`config.mk`:
```
export PLATFORM = sky130hd
export DESIGN_NAME = mem_arbiter
export DESIGN_NICKNAME = d
export VERILOG_FILES = /design/src/rtl/mem_arb_pkg.sv /design/src/rtl/mem_arbiter_tohost_monitor.sv /design/src/rtl/mem_arbiter.sv
export SDC_FILE = /design/constraint.sdc
export NUM_CORES = 1
export LEC_CHECK = 0
export ABC_AREA = 1
export ABC_CLOCK_PERIOD_IN_PS = 2000
export CAP_MARGIN = 5
export CORE_AREA = 2 2 154 156
export CTS_CLUSTER_SIZE = 20
export DETAILED_ROUTE_END_ITERATION = 10
export DIE_AREA = 0 0 156 158
export MAX_ROUTING_LAYER = met4
export PLACE_DENSITY = 0.8
export SYNTH_ARGS = -nofsm -noshare
export SYNTH_HDL_FRONTEND = slang
export SYNTH_HIERARCHICAL = 1
export SYNTH_SLANG_ARGS = --single-unit
```
`constraint.sdc`:
```
create_clock -name clk -period 2 [get_ports clk]
set_input_delay 0.4 -clock clk [delete_from_list [all_inputs] [get_ports clk]]
set_output_delay 0.4 -clock clk [all_outputs]
set_load 0.005 [all_outputs]
```
`src/rtl/mem_arb_pkg.sv`:
```
// Shared types and constants for the test-memory arbiter.
package mem_arb_pkg;

  localparam int unsigned XLEN     = 32;
  localparam int unsigned STRB_W   = XLEN / 8;
  localparam int unsigned TOHOST_W = 48;
  localparam int unsigned CODE_W   = TOHOST_W - 1;

  localparam logic [XLEN-1:0] START_ADDR   = 32'h8000_0000;
  localparam logic [XLEN-1:0] TO_HOST_ADDR = 32'h8000_1000;
  localparam logic [XLEN-1:0] WORD_MASK    = 32'hFFFF_FFFC;

  typedef enum logic [1:0] {
    ST_IDLE,
    ST_READ,
    ST_RMW_RD,
    ST_WRITE
  } state_t;

  typedef enum logic {
    SRC_IFETCH,
    SRC_DATA
  } src_t;

  // Transaction captured at grant time
  typedef struct packed {
    logic [XLEN-1:0]   addr;
    logic [XLEN-1:0]   wdata;
    logic [STRB_W-1:0] wstrb;
    src_t              src;
  } txn_t;

  // Byte-lane merge: enabled lanes from new data, the rest from the old word
  function automatic logic [XLEN-1:0] merge_bytes(input logic [XLEN-1:0]   new_word,
                                                  input logic [XLEN-1:0]   old_word,
                                                  input logic [STRB_W-1:0] strb);
    logic [XLEN-1:0] r;
    r = old_word;
    for (int k = 0; k < int'(STRB_W); k++) begin
      if (strb[k]) r[8*k +: 8] = new_word[8*k +: 8];
    end
    return r;
  endfunction

endpackage

```
`src/rtl/mem_arbiter_tohost_monitor.sv`:
```
// Sticky test-done/pass/code capture from the tohost word.
module tohost_monitor
  import mem_arb_pkg::*;
(
  input  logic                clk,
  input  logic                rst,
  input  logic [TOHOST_W-1:0] tohost,
  output logic                done,
  output logic                pass,
  output logic [CODE_W-1:0]   code
);

  // First tohost write with bit 0 set latches the result until reset
  always_ff @(posedge clk) begin
    if (rst) begin
      done <= 1'b0;
      pass <= 1'b0;
      code <= '0;
    end else if (!done && tohost[0]) begin
      done <= 1'b1;
      pass <= (tohost[TOHOST_W-1:1] == '0);
      code <= tohost[TOHOST_W-1:1];
    end
  end

endmodule

```
`src/rtl/mem_arbiter.sv`:
```
// Round-robin arbiter between fetch and load/store ports onto a single-port
// memory; sub-word stores become read-modify-write sequences.
module mem_arbiter
  import mem_arb_pkg::*;
(
  input  logic                clk,
  input  logic                rst,
  input  logic                i_req,
  input  logic [XLEN-1:0]     i_addr,
  output logic                i_gnt,
  output logic                i_rvalid,
  output logic [XLEN-1:0]     i_rdata,
  input  logic                d_req,
  input  logic                d_we,
  input  logic [XLEN-1:0]     d_addr,
  input  logic [XLEN-1:0]     d_wdata,
  input  logic [STRB_W-1:0]   d_wstrb,
  output logic                d_gnt,
  output logic                d_rvalid,
  output logic [XLEN-1:0]     d_rdata,
  output logic [XLEN-1:0]     mem_addr,
  input  logic [XLEN-1:0]     mem_rdata,
  output logic                mem_we,
  output logic [XLEN-1:0]     mem_waddr,
  output logic [XLEN-1:0]     mem_wdata,
  input  logic [TOHOST_W-1:0] mem_tohost,
  output logic                test_done,
  output logic                test_pass,
  output logic [CODE_W-1:0]   test_code
);

  state_t          state_q, state_d;
  src_t            last_grant_q, last_grant_d;
  txn_t            txn_q, txn_d;
  logic [XLEN-1:0] merge_q, merge_d;
  logic            grant_i, grant_d;

  // State and arbitration history
  always_ff @(posedge clk) begin
    if (rst) begin
      state_q      <= ST_IDLE;
      last_grant_q <= SRC_DATA;
    end else begin
      state_q      <= state_d;
      last_grant_q <= last_grant_d;
    end
  end

  // Next state, grants and memory-side strobes
  always_comb begin
    state_d      = state_q;
    last_grant_d = last_grant_q;
    txn_d        = txn_q;
    merge_d      = merge_q;
    grant_i      = 1'b0;
    grant_d      = 1'b0;
    mem_addr     = '0;
    mem_we       = 1'b0;
    mem_waddr    = '0;
    mem_wdata    = '0;

    case (state_q)
      ST_IDLE: begin
        // Ties go to whichever port was not served last
        grant_i = i_req && (!d_req || (last_grant_q == SRC_DATA));
        grant_d = d_req && !grant_i;
        if (grant_i) begin
          txn_d.addr   = i_addr & WORD_MASK;
          txn_d.wdata  = '0;
          txn_d.wstrb  = '0;
          txn_d.src    = SRC_IFETCH;
          last_grant_d = SRC_IFETCH;
          state_d      = ST_READ;
        end else if (grant_d) begin
          txn_d.addr   = d_addr & WORD_MASK;
          txn_d.wdata  = d_wdata;
          txn_d.wstrb  = d_wstrb;
          txn_d.src    = SRC_DATA;
          last_grant_d = SRC_DATA;
          if (!d_we)          state_d = ST_READ;
          else if (&d_wstrb)  state_d = ST_WRITE;
          else                state_d = ST_RMW_RD;
        end
      end
      ST_READ: begin
        mem_addr = txn_q.addr;
        state_d  = ST_IDLE;
      end
      ST_RMW_RD: begin
        mem_addr = txn_q.addr;
        merge_d  = merge_bytes(txn_q.wdata, mem_rdata, txn_q.wstrb);
        state_d  = ST_WRITE;
      end
      ST_WRITE: begin
        mem_we    = 1'b1;
        mem_waddr = txn_q.addr;
        mem_wdata = (&txn_q.wstrb) ? txn_q.wdata : merge_q;
        state_d   = ST_IDLE;
      end
      default: state_d = ST_IDLE;
    endcase

    // Reset aborts the cycle: no accept and no memory write
    if (rst) begin
      grant_i = 1'b0;
      grant_d = 1'b0;
      mem_we  = 1'b0;
    end
    i_gnt = grant_i;
    d_gnt = grant_d;
  end

  // Latched transaction and registered responses
  always_ff @(posedge clk) begin
    if (rst) begin
      txn_q    <= '0;
      merge_q  <= '0;
      i_rvalid <= 1'b0;
      i_rdata  <= '0;
      d_rvalid <= 1'b0;
      d_rdata  <= '0;
    end else begin
      txn_q    <= txn_d;
      merge_q  <= merge_d;
      i_rvalid <= (state_q == ST_READ) && (txn_q.src == SRC_IFETCH);
      d_rvalid <= ((state_q == ST_READ) && (txn_q.src == SRC_DATA)) || (state_q == ST_WRITE);
      if ((state_q == ST_READ) && (txn_q.src == SRC_IFETCH)) i_rdata <= mem_rdata;
      if ((state_q == ST_READ) && (txn_q.src == SRC_DATA))   d_rdata <= mem_rdata;
      if (state_q == ST_WRITE)                                d_rdata <= '0;
    end
  end

  tohost_monitor u_tohost_monitor (
    .clk    (clk),
    .rst    (rst),
    .tohost (mem_tohost),
    .done   (test_done),
    .pass   (test_pass),
    .code   (test_code)
  );

endmodule

```
==> results.md, run 1 <==
- Outcome: complete, but fails checks
- Failing checks: setup timing
- R2R Setup Slk: 0.20 ns
- Max-Cap Viols: 0
- Total track usage: 0.279
- Setup violators final: 94
- Rows: 56
- CP endpoint kind: output port
- Kind of critical path: reg -> out
- Slew Viols, Final: 0
- Final total power: 11.6 mW
- 1st-pass router iterations: 5
- Area leader, netlist: dfxtp_1
- Yosys cell types: 25
- Fin Clk Skew: 0.00741 ns
- CP max stage cell: dfxtp_1
- Largest net degree at the start of global routing: 141
- Worst-skew pair later-pin latency: 0.50 ns
- Min cycle time layout: 2.25 ns
- YS warnings: 6
- CTS root buf: clkbuf_16
- GRT Residual Overflow: 0
- Chip width: 156 um
- Seq/Total Area, Yosys: 0.439
- Worst Path Max Fanout: 11
- Req. time, crit path: 1.60 ns
- Routability congestion estimate: 0.902
- Commonest cells after routing, fill and taps aside: 315 x nand2_1, 294 x clkdlybuf4s50_1, 270 x nor2_1
- CTS H-tree depth: 1
- Hold path cells: 3
- DRC Markers: 0
- Final hold violation count: 0
- Cells after Synth: 1455
- Reg clk slew, reported paths: 0.06 ns
- Final period util: 1.12
- FF-to-FF path depth: 8
- CP most frequent cell: nor2_1
- Initial Util: 0.429
- Initial DRC count: 811
- Drt total wl: 36600 um
- Layout cells sized above 1: 0.196
- RSZ-0062 raised after global routing: yes
- FF+latch area: 4350 um2
- Post-Place Cell Area: 14100 um2
- Peak supply drop: 0.535 mV
- Design area: 15600 um2
- Worst-path cell chain: nand4_1 -> inv_4 -> buf_8 -> nor2_1 -> nor2_1 -> buf_2
- Commonest non-fill, non-tap cell in the layout: nand2_1
- CTS max path bufs: 3
- F_max: 0.445 GHz
- Hold Buf Count CTS: 0
- CTS buffer count: 23
- Synth Register Bits: 217
- Hold crit path type: in -> reg
- Arr. time, crit path: 1.85 ns
- Worst slew margin: 0.328
- # IOs: 399
- Setup TNS: -11.84 ns
- DIE AREA: 24600 um2
- Slew @ Worst Pin: 1.01 ns
- Filler cells: 1880
- Initial antenna violation count: 7
- P per Cell Area: 746 nW/um2
- Hold Crit Start: rst
- Via count: 11200
- Antenna Violating Nets Remaining: 0
- TritonCTS clock tree: yes
- Hold-critical path endpoint: i_rvalid
- Synth top area share: 0.439
- I/O Buffers: 390
- Leakage power: 7.36 nW
- Type of origin of the critical path: flip-flop
- Final core area utilization: 0.675
- PnR worst setup slack: -0.246 ns
- # nets final: 2053
- Vias in the first global route: 10100
- Reg2reg start: state_q[0]
- Syn_area_per_cell: 6.80 um2
- Area of the multi-input gates: 4740 um2
- Drt wl/cell: 16.8 um
- Top cells by area, synth: dfxtp_1 44%, nand2_1 13%, nor2_1 11%, inv_1 5.8%, nand3_1 5.2%
- First-pass GRT wire length: 53500 um
- Buf/Inv on CP: 3
- Core area: 23100 um2
- Top delay family on crit path: buffers and inverters
- Vias per cell: 5.14
- CTS sink cnt: 217
- Post-synthesis cell area: 9900 um2
- Layout area overhead: 57.2%
- DP Wirelength: 24000 um
- Height of the chip: 158 um
- Critical register-to-register path endpoint: d_rdata[11]
- Max stage delay on crit path: 0.33 ns
-- per-layer routing --
metal / vias to the layer above / track usage / part of all wire
met5: - / - / 0
met1: 5146 / 0.339 / 0.39
met2: 536 / 0.466 / 0.49
met4: 0 / 0.121 / 0.041
met3: 98 / 0.0389 / 0.077
li1: 5395 / - / -
-- Yosys cell counts (all sizes together) --
cell type / number
nand2: 367
o211ai: 34
inv: 158
nand4: 39
nor2: 279
a211oi: 8
nor3b: 1
dfxtp: 217
o21ai: 92
buf: 57
ha: 4
conb: 1
nand3: 102
a21oi: 51
clkbuf: 45
-- sequential cells by signal, summed over array words and instances (netlist names) --
signal                 flops
txn_q                     67
state_q                    2
d_rdata                   32
merge_q                   32
i_rvalid                   1
u_tohost_monitor/done      1
last_grant_q               1
u_tohost_monitor/code     47
u_tohost_monitor/pass      1
d_rvalid                   1
i_rdata                   32
-- kinds of logic after synthesis --
| kind of cell | synth area share |
|---|---|
| buffers and inverters | 0.115 |
| other | 0.000379 |
| AO/OA/AOI/OAI | 0.114 |
| flip-flops | 0.439 |
| adder cells (fa/ha/maj) | 0.00506 |
| AND/OR/NAND/NOR | 0.326 |
-- where the power goes --
group / switching (mW) / internal [mW] / total [mW]
Combinational: 1.26 / 1.30 / 2.56
Sequential: 0.282 / 4.68 / 4.96
Clock: 1.73 / 2.36 / 4.09
Total: 3.27 / 8.35 / 11.6
-- layout make-up --
cell class,instances,share of cell area
Multi-Input combinational cell,981,0.305
Inverter,158,0.0394
Tap cell,290,0.0233
Clock inverter,5,0.00338
Antenna cell,7,0.00113
Timing Repair Buffer,483,0.306
Clock buffer,35,0.0418
Sequential cell,217,0.280
-- through the flow --
| stage | std cells | setup slack [ns] | hold WS [ns] |
|---|---|---|---|
| finish | 2176 | -0.246 | 0.290 |
| detailed placement | 2077 | -0.419 | 0.454 |
| CTS | 2161 | -0.276 | 0.263 |
| global placement | 2077 | -0.406 | 0.448 |
| floorplan | 1458 | 0.324 | 0.441 |
| global route | 2176 | -0.285 | 0.290 |
-- worst max-delay path by stage --
| stage | start | endpoint | slack (ns) | cells after the start |
|---|---|---|---|---|
| floorplan | state_q[0] | d_gnt | 0.32 | 9 |
| global placement | d_req | d_gnt | -0.41 | 8 |
| detailed placement | d_req | d_gnt | -0.42 | 8 |
| CTS | state_q[0] | mem_wdata[22] | -0.28 | 8 |
| global route | txn_q[4] | mem_wdata[6] | -0.28 | 6 |
| finish | txn_q[2] | mem_wdata[6] | -0.25 | 6 |
-- worst reg2reg max path, cell delays in order, from the launching register on --
cell and delay, ns:
dfxtp_4 0.35, buf_12 0.12, buf_4 0.12, buf_4 0.12, ha_1 0.24, nand2_1 0.16
buf_4 0.33, o21ai_0 0.13, nor2_1 0.15
-- timing repair --
action | 4_1_cts | 5_1_grt
pin swaps | 29 | 21
gates cloned | 9 | 3
resized for setup | 506 | 94
buffers inserted | 37 | 13
setup endpoints to repair | 95 | 101
Note: power is estimated with default switching activity, not from simulation.
==> run 2, diff against run 1 <==
Settings changed: CORE_AREA 2 2 154 156 to default, CORE_ASPECT_RATIO from default to 0.9, CORE_UTILIZATION from default to 44, CTS_CLUSTER_DIAMETER from default to 30, DIE_AREA 0 0 156 158 to default, PLACE_DENSITY 0.8 to 0.81.
==> results.md, run 2 (same netlist as run 1, synthesis figures left out) <==
- Setup TNS: -8.31 ns
- DIE AREA: 23100 um2
- 1st-pass router iterations: 5
- R2R Setup Slk: 0.24 ns
- TritonCTS clock tree: yes
- Vias per cell: 5.08
- Core area: 21800 um2
- Fin Clk Skew: 0.0269 ns
- CTS max path bufs: 3
- Slew Viols, Final: 0
- Final total power: 15.6 mW
- Type of origin of the critical path: flip-flop
- Design area: 16400 um2
- Post-Place Cell Area: 14000 um2
- Routed wl met3: 3050 um
- Initial Util: 0.454
- CTS root buf: clkbuf_16
- Hold path cells: 2
- Largest net degree at the start of global routing: 141
- CP endpoint kind: output port
- Final hold violation count: 0
- # nets final: 2069
- CTS sink cnt: 217
- Kind of critical path: reg -> out
- Layout cells sized above 1: 0.231
- Highest metal used: met4
- Met2 Wirelength: 17800 um
- F_max: 0.451 GHz
- Hold Buf Count CTS: 0
- Hold Crit Start: rst
- Slew @ Worst Pin: 0.695 ns
- Via count: 11200
- Layout area overhead: 65.7%
- Failing checks: setup timing
- Height of the chip: 144 um
- DRC Markers: 0
- Hold crit path type: in -> reg
- Biggest register: txn_q
- Reg2reg start: state_q[0]
- Vias in the first global route: 10400
- Leakage power: 7.75 nW
- Setup violators final: 81
- DP Wirelength: 23700 um
- Req. time, crit path: 1.60 ns
- Hold-critical path endpoint: i_rvalid
- Routed met1 length: 14600 um
- Final period util: 1.11
- Initial DRC count: 918
- Routability congestion estimate: 0.872
- Min cycle time layout: 2.22 ns
- Outcome: complete, but fails checks
- Top Registers: txn_q (67), u_tohost_monitor/code (47)
- Rows: 51
- RSZ-0062 raised after global routing: yes
- CTS H-tree depth: 2
- # IOs: 399
- Drt total wl: 37200 um
- I/O Buffers: 390
- Drt wl/cell: 16.8 um
- Max reg flops: 67
- Worst slew margin: 0.536
- Arr. time, crit path: 1.82 ns
- FF-to-FF path depth: 8
- Critical register-to-register path endpoint: txn_q[44]
- Initial antenna violation count: 0
- Total track usage: 0.306
- GRT Residual Overflow: 0
- Peak supply drop: 0.665 mV
- Placed cells: 2076
- PnR worst setup slack: -0.217 ns
- Max-Cap Viols: 0
- P per Cell Area: 951 nW/um2
- Commonest cells after routing, fill and taps aside: 301 x nand2_1, 294 x clkdlybuf4s50_1, 250 x nor2_1
- Filler cells: 1601
- Commonest non-fill, non-tap cell in the layout: nand2_1
- Worst-skew pair later-pin latency: 0.52 ns
- Antenna Violating Nets Remaining: 0
- Post-Layout Cell Count: 2209
- CTS buffer count: 47
- Reg clk slew, reported paths: 0.05 ns
- Worst Path Max Fanout: 5
- Chip width: 160 um
- First-pass GRT wire length: 54500 um
==> run 2: cell count changes in the layout (fill, tap and decap cells not counted), moves of 5 or more <==
cell	change
buf_12	-7
buf_2	-16
buf_6	-12
bufinv_16	+7
clkbuf_16	+26
clkbuf_2	+25
clkinv_2	+5
clkinv_4	+5
diode_2	-6
nand2_1	-14
nand2_2	+17
nor2_1	-20
nor2_2	+14
nor2_4	+6
==> run 2: worst max-delay path by stage <==
stage               start            end  slack (ns)  depth (start not counted)
3_3_place_gp        d_req          d_gnt       -0.28                          8
6_report         txn_q[3]   mem_wdata[3]       -0.22                          8
4_1_cts          txn_q[4]  mem_wdata[31]       -0.31                          9
5_1_grt          txn_q[4]  mem_wdata[12]       -0.29                          8
2_1_floorplan  state_q[0]          d_gnt        0.32                          9
3_5_place_dp        d_req          d_gnt       -0.27                          8
==> run 2: repair_timing <==
item,in CTS,in global routing
pin swaps,18,31
gates cloned,6,4
buffers inserted,31,19
endpoints found under the setup margin,95,92
gates resized for setup,360,258
==> run 2: cell type report <==
| class | instances | area (um2) | area share |
|---|---|---|---|
| Clock buffer | 59 | 1290 | 0.0787 |
| Inverter | 158 | 603 | 0.0368 |
| Tap cell | 291 | 364 | 0.0222 |
| Antenna cell | 1 | 2.50 | 0.000153 |
| Multi-Input combinational cell | 981 | 4840 | 0.295 |
| Timing Repair Buffer | 475 | 4570 | 0.279 |
| Clock inverter | 27 | 372 | 0.0227 |
| Sequential cell | 217 | 4360 | 0.266 |
==> run 2: power by group <==
| part | leakage, nW | internal [mW] | total, mW | switching, mW |
|---|---|---|---|---|
| clock network | 0.810 | 5.59 | 8.04 | 2.46 |
| logic | 5.16 | 1.28 | 2.57 | 1.28 |
| registers | 1.78 | 4.70 | 4.99 | 0.291 |
==> run 2: stage by stage <==
step	utilization	hold slack (ns)	worst slack (ns)
after floorplan	-	0.441	0.324
after global routing	0.752	0.251	-0.290
after detailed placement	0.642	0.455	-0.272
after global placement	0.642	0.449	-0.276
final	0.752	0.237	-0.217
after CTS	0.734	0.215	-0.313
==> run 2: routing by layer <==
metal | track usage | up-vias
li1 | - | 5442
met1 | 0.368 | 5128
met2 | 0.492 | 546
met3 | 0.0651 | 110
met4 | 0.148 | 0
met5 | - | -
==> run 2: worst max-delay path, stage by stage (launching register included) <==
cell and delay (ns):
dfxtp_2 0.32, nand4_1 0.18, inv_2 0.16, buf_8 0.13, buf_6 0.11, buf_6 0.11
nor2_4 0.03, nor2_2 0.10, buf_2 0.14
==> run 3, diff against run 2 <==
Settings changed: CTS_CLUSTER_DIAMETER 30 to default.
==> results.md, run 3 (same netlist as run 1, synthesis figures left out) <==
- Max reg flops: 67
- Worst-skew pair later-pin latency: 0.51 ns
- Initial antenna violation count: 1
- Layout cells sized above 1: 0.209
- FF-to-FF path depth: 14
- Routability congestion estimate: 0.872
- Worst Path Max Fanout: 5
- Max-Cap Viols: 0
- Top Registers: txn_q (67), u_tohost_monitor/code (47)
- First-pass GRT wire length: 53800 um
- Biggest register: txn_q
- Final core area utilization: 0.713
- PnR worst setup slack: -0.242 ns
- Min cycle time layout: 2.24 ns
- # IOs: 399
- Total track usage: 0.300
- CTS sink cnt: 217
- Reg clk slew, reported paths: 0.06 ns
- Placed cells: 2076
- Core area: 21800 um2
- Fin Clk Skew: 0.0179 ns
- Kind of critical path: reg -> out
- Slew @ Worst Pin: 0.673 ns
- Hold Crit Start: rst
- Int Pwr: 8.40 mW
- CTS max path bufs: 3
- DP Wirelength: 23700 um
- Setup violators final: 94
- DIE AREA: 23100 um2
- Reg2reg start: state_q[0]
- Vias per cell: 5.11
- Hold-critical path endpoint: state_q[0]
- Hold crit path type: in -> reg
- CTS buffer count: 24
- Via count: 11100
- Final hold violation count: 0
- I/O Buffers: 390
- DRC Markers: 0
- Height of the chip: 144 um
- Slew Viols, Final: 0
- Critical Path Start: state_q[1]
- Layout area overhead: 57.2%
- R2R Setup Slk: 0.05 ns
- Vias in the first global route: 10000
- Clock Power Share: 0.346
- CTS root buf: clkbuf_16
- Sequential share of power: 0.426
- RSZ-0062 raised after global routing: yes
- Drt wl/cell: 16.7 um
- Peak supply drop: 0.527 mV
- GRT Residual Overflow: 0
- TritonCTS clock tree: yes
- Critical register-to-register path endpoint: last_grant_q
- CP endpoint kind: output port
- Final period util: 1.12
- Setup TNS: -12.74 ns
- Antenna Violating Nets Remaining: 0
- Hold Buf Count CTS: 0
- Failing checks: setup timing
- Sw power: 3.27 mW
- Type of origin of the critical path: flip-flop
- Worst slew margin: 0.551
- Post-Layout Cell Count: 2170
- Rows: 51
- Chip width: 160 um
- Largest net degree at the start of global routing: 141
- P per Cell Area: 750 nW/um2
- Min Hold Slack: 0.257 ns
- Initial Util: 0.454
- 1st-pass router iterations: 5
- Outcome: complete, but fails checks
- Hold path cells: 2
- CTS H-tree depth: 1
- Sw frac: 0.280
- Arr. time, crit path: 1.84 ns
- # nets final: 2057
- Commonest cells after routing, fill and taps aside: 294 x nand2_1, 294 x clkdlybuf4s50_1, 276 x nor2_1
- Leakage power: 7.42 nW
- Initial DRC count: 886
- Req. time, crit path: 1.60 ns
- Comb power frac: 0.228
- F_max: 0.446 GHz
- Drt total wl: 36200 um
==> run 3: cell count changes in the layout (fill, tap and decap cells not counted), moves of 14 or more <==
cell | previous run | this run
buf_6 | 35 | 53
clkbuf_16 | 51 | 27
clkbuf_2 | 26 | 4
inv_1 | 123 | 109
inv_2 | 31 | 46
nor2_1 | 250 | 276
nor2_2 | 20 | 2
==> run 3: per-layer routing <==
layer	track usage	vias up	part of all wire
met3	0.0513	79	0.078
met2	0.494	510	0.48
met1	0.375	5106	0.40
met4	0.0977	0	0.034
li1	-	5398	-
met5	-	-	0
==> run 3: worst max-delay path: stages, from the launching register on <==
cell     delay (ns)
dfxtp_4        0.36
buf_12         0.12
ha_4           0.17
buf_8          0.13
buf_12         0.13
buf_6          0.12
buf_6          0.11
nand2_4        0.06
inv_2          0.03
buf_6          0.10
==> run 3: final cells by class <==
type,count,area [um2]
Fill cell,1719,6260
Antenna cell,1,2.50
Tap cell,291,364
Timing Repair Buffer,486,4740
Inverter,158,601
Multi-Input combinational cell,981,4800
Sequential cell,217,4350
Clock buffer,36,697
==> run 3: repair_timing <==
action,4_1_cts,5_1_grt
buffers inserted,47,10
setup endpoints to repair,95,96
pin swaps,12,23
cloned,6,2
gates resized for setup,477,168
hold endpoints to repair,0,0
==> run 3: per-stage QoR <==
stage	power (mW)	setup WS (ns)	cell area [um2]
detailed placement	7.23	-0.272	14000
CTS	11.5	-0.301	15200
finish	11.7	-0.242	15600
global placement	7.17	-0.276	14000
global route	12.2	-0.275	15600
floorplan	6.07	0.324	9910
==> run 3: power by group through the flow <==
stage	Clock, mW	Sequential [mW]	Combinational (mW)
6_report	4.04	4.97	2.65
5_1_grt	4.28	5.01	2.87
4_1_cts	4.11	4.93	2.48
3_5_place_dp	0	4.99	2.23
3_3_place_gp	0	4.98	2.19
2_1_floorplan	0	4.96	1.12
==> run 3: worst max path at each step <==
stage                     to  cells after the start
6_report       mem_waddr[13]                      9
5_1_grt        mem_waddr[25]                      9
4_1_cts          mem_addr[5]                      9
3_5_place_dp           d_gnt                      8
3_3_place_gp           d_gnt                      8
2_1_floorplan          d_gnt                      9
